--- src/rtl/fib_result_collector.sv ---
// fib_result_collector: watches the upstream counter/sampler outputs, records one
// {m, n, run cycles} result per completed run into a small FIFO with a valid/ready
// drain port, and flags m >= n completions and dropped records.
module fib_result_collector #(
   parameter int unsigned W     = 19,
   parameter int unsigned CW    = 16,
   parameter int unsigned DEPTH = 4
) (
   input  logic                   clk,
   input  logic                   rst,
   input  logic                   src_rst,
   input  logic [W-1:0]           x_in,
   input  logic [W-1:0]           m_in,
   input  logic [W-1:0]           n_in,
   output logic                   res_valid,
   input  logic                   res_ready,
   output logic [W-1:0]           res_m,
   output logic [W-1:0]           res_n,
   output logic [CW-1:0]          res_cycles,
   output logic [$clog2(DEPTH):0] fifo_count,
   output logic                   inv_err,
   output logic                   overflow
);

   localparam int unsigned AW   = (DEPTH > 1) ? $clog2(DEPTH) : 1;
   localparam int unsigned CNTW = $clog2(DEPTH) + 1;

   typedef struct packed {
      logic [W-1:0]  m;
      logic [W-1:0]  n;
      logic [CW-1:0] cycles;
   } rec_t;

   logic            done_q;
   logic [CW-1:0]   cyc_q;
   rec_t            mem [DEPTH];
   logic [AW-1:0]   wr_ptr;
   logic [AW-1:0]   rd_ptr;
   logic [CNTW-1:0] count_q;

   logic done_now;
   logic evt;
   logic full;
   logic empty;
   logic pop;
   logic push;

   // Completion detection and FIFO handshake decode.
   always_comb begin
      done_now = (x_in >= n_in);
      evt      = !src_rst && done_now && !done_q;
      full     = (count_q == CNTW'(DEPTH));
      empty    = (count_q == CNTW'(0));
      pop      = !empty && res_ready;
      push     = evt && (!full || pop);
   end

   // Per-run tracking: saturating count of not-yet-done cycles and done edge history.
   always_ff @(posedge clk) begin
      if (rst || src_rst) begin
         done_q <= 1'b0;
         cyc_q  <= '0;
      end else begin
         done_q <= done_now;
         if (!done_now && (cyc_q != {CW{1'b1}}))
            cyc_q <= cyc_q + CW'(1);
      end
   end

   // Result FIFO storage, pointers, occupancy and sticky error flags.
   always_ff @(posedge clk) begin
      if (rst) begin
         wr_ptr   <= '0;
         rd_ptr   <= '0;
         count_q  <= '0;
         inv_err  <= 1'b0;
         overflow <= 1'b0;
         for (int i = 0; i < int'(DEPTH); i++)
            mem[i] <= '0;
      end else begin
         if (push) begin
            mem[wr_ptr] <= '{m: m_in, n: n_in, cycles: cyc_q};
            wr_ptr      <= wr_ptr + AW'(1);
         end
         if (pop)
            rd_ptr <= rd_ptr + AW'(1);
         case ({push, pop})
            2'b10:   count_q <= count_q + CNTW'(1);
            2'b01:   count_q <= count_q - CNTW'(1);
            default: count_q <= count_q;
         endcase
         if (evt && full && !pop)
            overflow <= 1'b1;
         if (evt && !(m_in < n_in))
            inv_err <= 1'b1;
      end
   end

   // Head view; outputs read as zero while the FIFO is empty.
   always_comb begin
      res_valid  = !empty;
      fifo_count = count_q;
      res_m      = empty ? '0 : mem[rd_ptr].m;
      res_n      = empty ? '0 : mem[rd_ptr].n;
      res_cycles = empty ? '0 : mem[rd_ptr].cycles;
   end

endmodule

--- config.mk ---
export PLATFORM = sky130hd
export DESIGN_NAME = fib_result_collector
export DESIGN_NICKNAME = d
export VERILOG_FILES = /design/src/rtl/fib_result_collector.sv
export SDC_FILE = /design/constraint.sdc
export NUM_CORES = 1
export LEC_CHECK = 0
export ABC_AREA = 1
export BUFFER_PORTS_ARGS = -buffer_cell sky130_fd_sc_hd__buf_2
export CAP_MARGIN = 5
export CORE_AREA = 10 10 174 176
export CTS_BUF_LIST = sky130_fd_sc_hd__clkbuf_8
export DETAILED_ROUTE_END_ITERATION = 7
export DIE_AREA = 0 0 184 186
export PLACE_DENSITY_LB_ADDON = 0.15
export SLEW_MARGIN = 25
export SYNTH_ARGS = -nofsm -noshare
export SYNTH_HDL_FRONTEND = slang
export SYNTH_SLANG_ARGS = --single-unit
--- constraint.sdc ---
create_clock -name clk -period 7 [get_ports clk]
set_clock_uncertainty 0.05 [all_clocks]
set_input_delay 1.05 -clock clk [delete_from_list [all_inputs] [get_ports clk]]
set_output_delay 1.05 -clock clk [all_outputs]
set_load 0.1 [all_outputs]
==> metrics, run 1 <==
Max H-tree Level 2; I/O pin cnt 121; CP Cell Sequence buf_4 > inv_2 > buf_4 > nor2_1 > o21ai_0 > a21oi_1 > buf_2; Synth cell types 32; most frequent cell after synthesis nor2_1; max_cap viols 0; element type at the critical path end output port; worst skew pair latency 540 ps; commonest cells in the netlist nor2_1, edfxtp_1, o21ai_0; RSZ-0062 raised after global routing no; Final Util 50.35%; actual slew at the worst max-slew pin 917.9 ps; # fillers 2592; Nets 1487; fin. max-slew vios 0; vias per inst 5.201; slowest stage cell, crit path buf_4; ANT cells 0; fraction of layout cells with a size suffix above 1 15.50%; Power Total 5.401 mW; crit path DAT 3470 ps; Routed Antenna Nets 0; Setup crit start kind flip-flop; status finished clean; # Post-CTS Setup Buffers 0; kind of critical path reg -> out; Worst R2R Start fifo_count[0]$_SDFFE_PP0P_; Synth Register Bits 244; fin worst setup slack 2433 ps; DIE AREA 34220 um^2; placer congestion estimate 0.8472; reg-to-reg slack, setup 4060 ps; pre-CTS WS 2478 ps; setup TNS 0 ps; post-synth top area share 54.75%; CP peak stage delay 580 ps; Starting Density 44.33%; clk sinks 244; Worst Path Max Fanout 55; Row Count 60; Top FF cell, synth edfxtp_1; share of the yosys chip area belonging to registers 59.48%; initial antenna violation count 0; PwrDens 401.4 nW/um^2; first-pass GRT wire length 51.58 mm; maximum vdd ir drop 0.7128 mV; IO Port Bufs 120; post-synthesis cell area 11850 um^2; CP required 5900 ps; Area Growth Syn to Fin 13.58%; worst-case clock buffer depth 3; cell mode on critical path buf_4; Max Clock Freq 219.0 MHz; WP buf/inv 4; Die Span Y 186 um; Die X-Extent 184 um; WHS Endpoint inv_err$_SDFFE_PP0P_; Period minus WS final 4567 ps; Reg clk slew, reported paths 60 ps; Detailed Routing Iterations Pass 1 5; number of global-route vias before repair 9270; Hold WC Path Type reg -> reg; crit share post-route 65.24%; initial DRC count 688; post_cts resized 0; total wire length 33.21 mm; asr flop ratio synth 0%; Slew HR 38.58%; # hold bufs at CTS 0; Hold Path Depth 2; EDFF count, synth 216; reg2reg end mem[3][50]$_DFFE_PP_; Syn Inst Count 1274; Root Driver clkbuf_8; drt wl/cell 18.87 um; CP delay by family, top buffers and inverters; residual DRC count 0; Setup Viol. Count Final 0; final hold vios 0; Core ar. 26730 um^2; Synth Warn # 0; Synth area leader edfxtp_1; Lkg Pwr 5.647 nW; Inserted Clock Buffers 43; CTS tree done; cells on worst reg2reg path 8; hpwl dp 20.36 mm; DR vias 9153; hold wc startpoint inv_err$_SDFFE_PP0P_; Area contributors post-synth edfxtp_1, nor2_1, o21ai_0; syn_nets 1374; grt ovf 0; largest net degree at the start of global routing 108; GR Util All Layers 19.32%; Post-Syn Area per Cell 9.299 um^2
cells by family after synthesis:
group / share of synthesized area, %
AO/OA/AOI/OAI: 9.147
buffers and inverters: 6.485
AND/OR/NAND/NOR: 20.18
adder cells (fa/ha/maj): 4.183
flip-flops: 59.48
XOR/XNOR: 0.5175
layer usage:
layer	share of wire [%]	vias to the layer above	global-route usage [%]
met1	44	4369	24.45
li1	-	4452	-
met3	6.7	44	3.938
met4	1.8	0	5.277
met2	48	288	32.85
met5	0	-	0
flip-flops by register name, summed over array words and instances, names as in the netlist, named ones only:
signal	count
wr_ptr	2
fifo_count	3
overflow	1
inv_err	1
cyc_q	16
mem	216
rd_ptr	2
done_q	1
worst register-to-register path: stages (launching register included):
cell and delay, ps:
dfxtp_1 370, nor2_1 80, nand3_1 200, nand3_4 180, nor2_8 670, nand2_1 150, nand2_1 130, clkinv_2 270
buf_4 470
placed cells by master (no fill, tap or decap), drive strengths merged, types with 24 or more instances in the layout:
cell	count
nor2	400
edfxtp	216
inv	144
buf	132
o21ai	125
nand2	120
a21oi	87
clkbuf	46
ha	38
dfxtp	28
nor3	26
nand3	24
stage by stage:
| stage | instances | area, um^2 | hold WS, ps |
|---|---|---|---|
| after detailed placement | 1683 | 12690 | 392.8 |
| after global routing | 1760 | 13460 | 425.2 |
| final | 1760 | 13460 | 402.9 |
| after global placement | 1683 | 12680 | 390.2 |
| after floorplan | 1274 | 11850 | 387.3 |
| after CTS | 1760 | 13450 | 402.4 |
how the worst max path moves through the flow:
stage | cells past startpoint | to | slack [ps] | start
floorplan | 10 | mem[1][0]$_SDFFCE_PN0P_ | 570 | n_in[18]
global placement | 14 | mem[0][20]$_SDFFCE_PN0P_ | 2250 | n_in[18]
detailed placement | 15 | mem[3][24]$_DFFE_PP_ | 2480 | n_in[18]
CTS | 7 | res_m[18] | 2420 | flip-flop
global route | 7 | res_m[18] | 2290 | flip-flop
finish | 7 | res_m[18] | 2430 | flip-flop
report_power, final:
part / total (mW) / internal, mW / switching, mW
clock: 1.17 / 0.603 / 0.572
sequential: 1.76 / 1.68 / 0.0738
combinational: 2.47 / 0.352 / 2.12
total: 5.40 / 2.64 / 2.76
final cells by class:
| class | count | area, um^2 | area share, % |
|---|---|---|---|
| Clock buffer | 46 | 633.1 | 4.705 |
| Clock inverter | 31 | 128.9 | 0.9578 |
| Inverter | 122 | 459.2 | 3.413 |
| Multi-Input combinational cell | 844 | 4061 | 30.18 |
| Sequential cell | 244 | 7052 | 52.41 |
| Tap cell | 341 | 426.7 | 3.171 |
| Timing Repair Buffer | 132 | 694.4 | 5.161 |
Note: power is estimated with default switching activity, not from simulation.
==> run 2: changes to the inputs <==
Clock period 7 ns to 4.45 ns, I/O delays scaled along.
==> metrics, run 2 (synthesis results as in run 1) <==
status finished clean; # Post-CTS Setup Buffers 0 (unchanged); RSZ-0062 raised after global routing no; element type at the critical path end output port; Final Util 50.93% (+0.58 points); setup TNS 0 ps (unchanged); reg2reg end cyc_q[2]$_SDFFE_PP0P_; DR vias 9157 (+0.044%); hold wc startpoint rst; maximum vdd ir drop 0.5872 mV (-18%); cells on worst reg2reg path 8 (unchanged); largest net degree at the start of global routing 84 (-22%); IO Port Bufs 120 (unchanged); Detailed Routing Iterations Pass 1 5 (unchanged); Inserted Clock Buffers 43 (unchanged); most frequent cells in the layout nor2_1, edfxtp_1, inv_1, o21ai_0, buf_2; worst-case clock buffer depth 3 (unchanged); hpwl dp 21.15 mm (+3.9%); Core ar. 26730 um^2 (unchanged); Lkg Pwr 5.689 nW (+0.74%); max FFs per register 216 (unchanged); area of the multi-input gates 4056 um^2 (-0.12%); I/O pin cnt 121 (unchanged); initial DRC count 735 (+6.8%); Nets 1493 (+0.40%); Area Growth Syn to Fin 14.89%; CTS tree done; initial antenna violation count 0 (unchanged); Setup crit start kind flip-flop; kind of critical path reg -> out; Row Count 60 (unchanged); Reg clk slew, reported paths 60 ps (about the same); PwrDens 639.3 nW/um^2 (+59%); Worst R2R Start cyc_q[0]$_SDFFE_PP0P_; most flop-heavy register mem; crit share post-route 81.40%; ANT cells 0 (unchanged); number of global-route vias before repair 9347 (+0.83%); Slew HR 31.59% (-7.0 points); Worst Path Max Fanout 83 (+51%); # hold bufs at CTS 0 (unchanged); actual slew at the worst max-slew pin 1026 ps (+108.3 ps); total wire length 33.67 mm (+1.4%); drt wl/cell 19.05 um (+0.96%); grt ovf 0 (unchanged); GR Util All Layers 19.79% (+0.47 points); last element of the critical path res_cycles[4]; Starting Density 44.33% (unchanged); DIE AREA 34220 um^2 (unchanged); fraction of layout cells with a size suffix above 1 16.27% (+0.77 points); Max Clock Freq 276.1 MHz; Routed Antenna Nets 0 (unchanged); Root Driver clkbuf_8; Setup Viol. Count Final 0 (unchanged); crit path DAT 2900 ps (-570 ps); CP required 3730 ps (-2170 ps); placer congestion estimate 0.8337 (-1.6%); final hold vios 0 (unchanged); worst hold slack 381.9 ps (-21.07 ps); clk sinks 244 (unchanged); Die Span Y 186 um (unchanged); max_cap viols 0 (unchanged); Die X-Extent 184 um (unchanged); Seq. cell area 7052 um^2 (unchanged); post_cts resized 0 (unchanged); worst skew pair latency 540 ps (about the same); Hold WC Path Type in -> reg; Period minus WS final 3622 ps; first-pass GRT wire length 52.32 mm (+1.4%); most common cell after layout, fill and taps aside nor2_1; # fillers 2581 (-0.42%); reg-to-reg slack, setup 1900 ps (-2160 ps); residual DRC count 0 (unchanged); vias per inst 5.182 (-0.35%); Max H-tree Level 2 (unchanged); fin. max-slew vios 0 (unchanged)
run 2: cell count changes in the layout (fill, tap and decap cells not counted), sizes merged:
cell,delta
clkinvlp,-3
clkinv,+12
inv,-15
bufinv,+1
buf,+6
clkbuf,+6
run 2: critical path, stage by stage (launching register included):
cell     delay, ps
dfxtp_4       1020
buf_4          380
nor2_1          70
nor2_1          80
o21ai_0        130
a21oi_1        190
buf_2          450
run 2: final cells by class:
class                           instances  area share, %
Tap cell                              341          3.135
Multi-Input combinational cell        844          29.80
Inverter                              122          3.374
Timing Repair Buffer                  138          5.681
Sequential cell                       244          51.81
Clock buffer                           52          5.258
Clock inverter                         26         0.9377
run 2: stage by stage:
stage	cell area [um^2]	instances	power, mW	setup slack (ps)
after floorplan	11850	1274	5.907	-135.7
after CTS	13610	1767	8.779	797.8
after global placement	12770	1689	6.733	1051
after detailed placement	12770	1689	6.751	961.3
after global routing	13610	1767	9.107	652.4
final	13610	1767	8.701	827.9
run 2: how the worst min path moves through the flow:
stage / end / slack, ps / depth (start not counted)
CTS: inv_err$_SDFFE_PP0P_ / 350 / 2
global route: fifo_count[0]$_SDFFE_PP0P_ / 370 / 2
finish: inv_err$_SDFFE_PP0P_ / 380 / 2
detailed placement: inv_err$_SDFFE_PP0P_ / 390 / 2
global placement: inv_err$_SDFFE_PP0P_ / 390 / 2
floorplan: flip-flop / 390 / 2
run 2: report_power, final:
| part | internal (mW) | total (mW) | switching, mW | leakage (nW) |
|---|---|---|---|---|
| Clock | 1.11 | 2.02 | 0.911 | 0.468 |
| Sequential | 2.65 | 2.79 | 0.142 | 2.46 |
| Combinational | 0.587 | 3.89 | 3.30 | 2.76 |
| Total | 4.34 | 8.70 | 4.36 | 5.69 |
run 2: routing by layer:
metal	track usage [%]	share of wire, %	up-vias
met5	0	0	-
met4	7.014	2.9	0
met3	4.465	6.6	69
met2	32.52	46	260
met1	25.13	44	4361
li1	-	-	4467
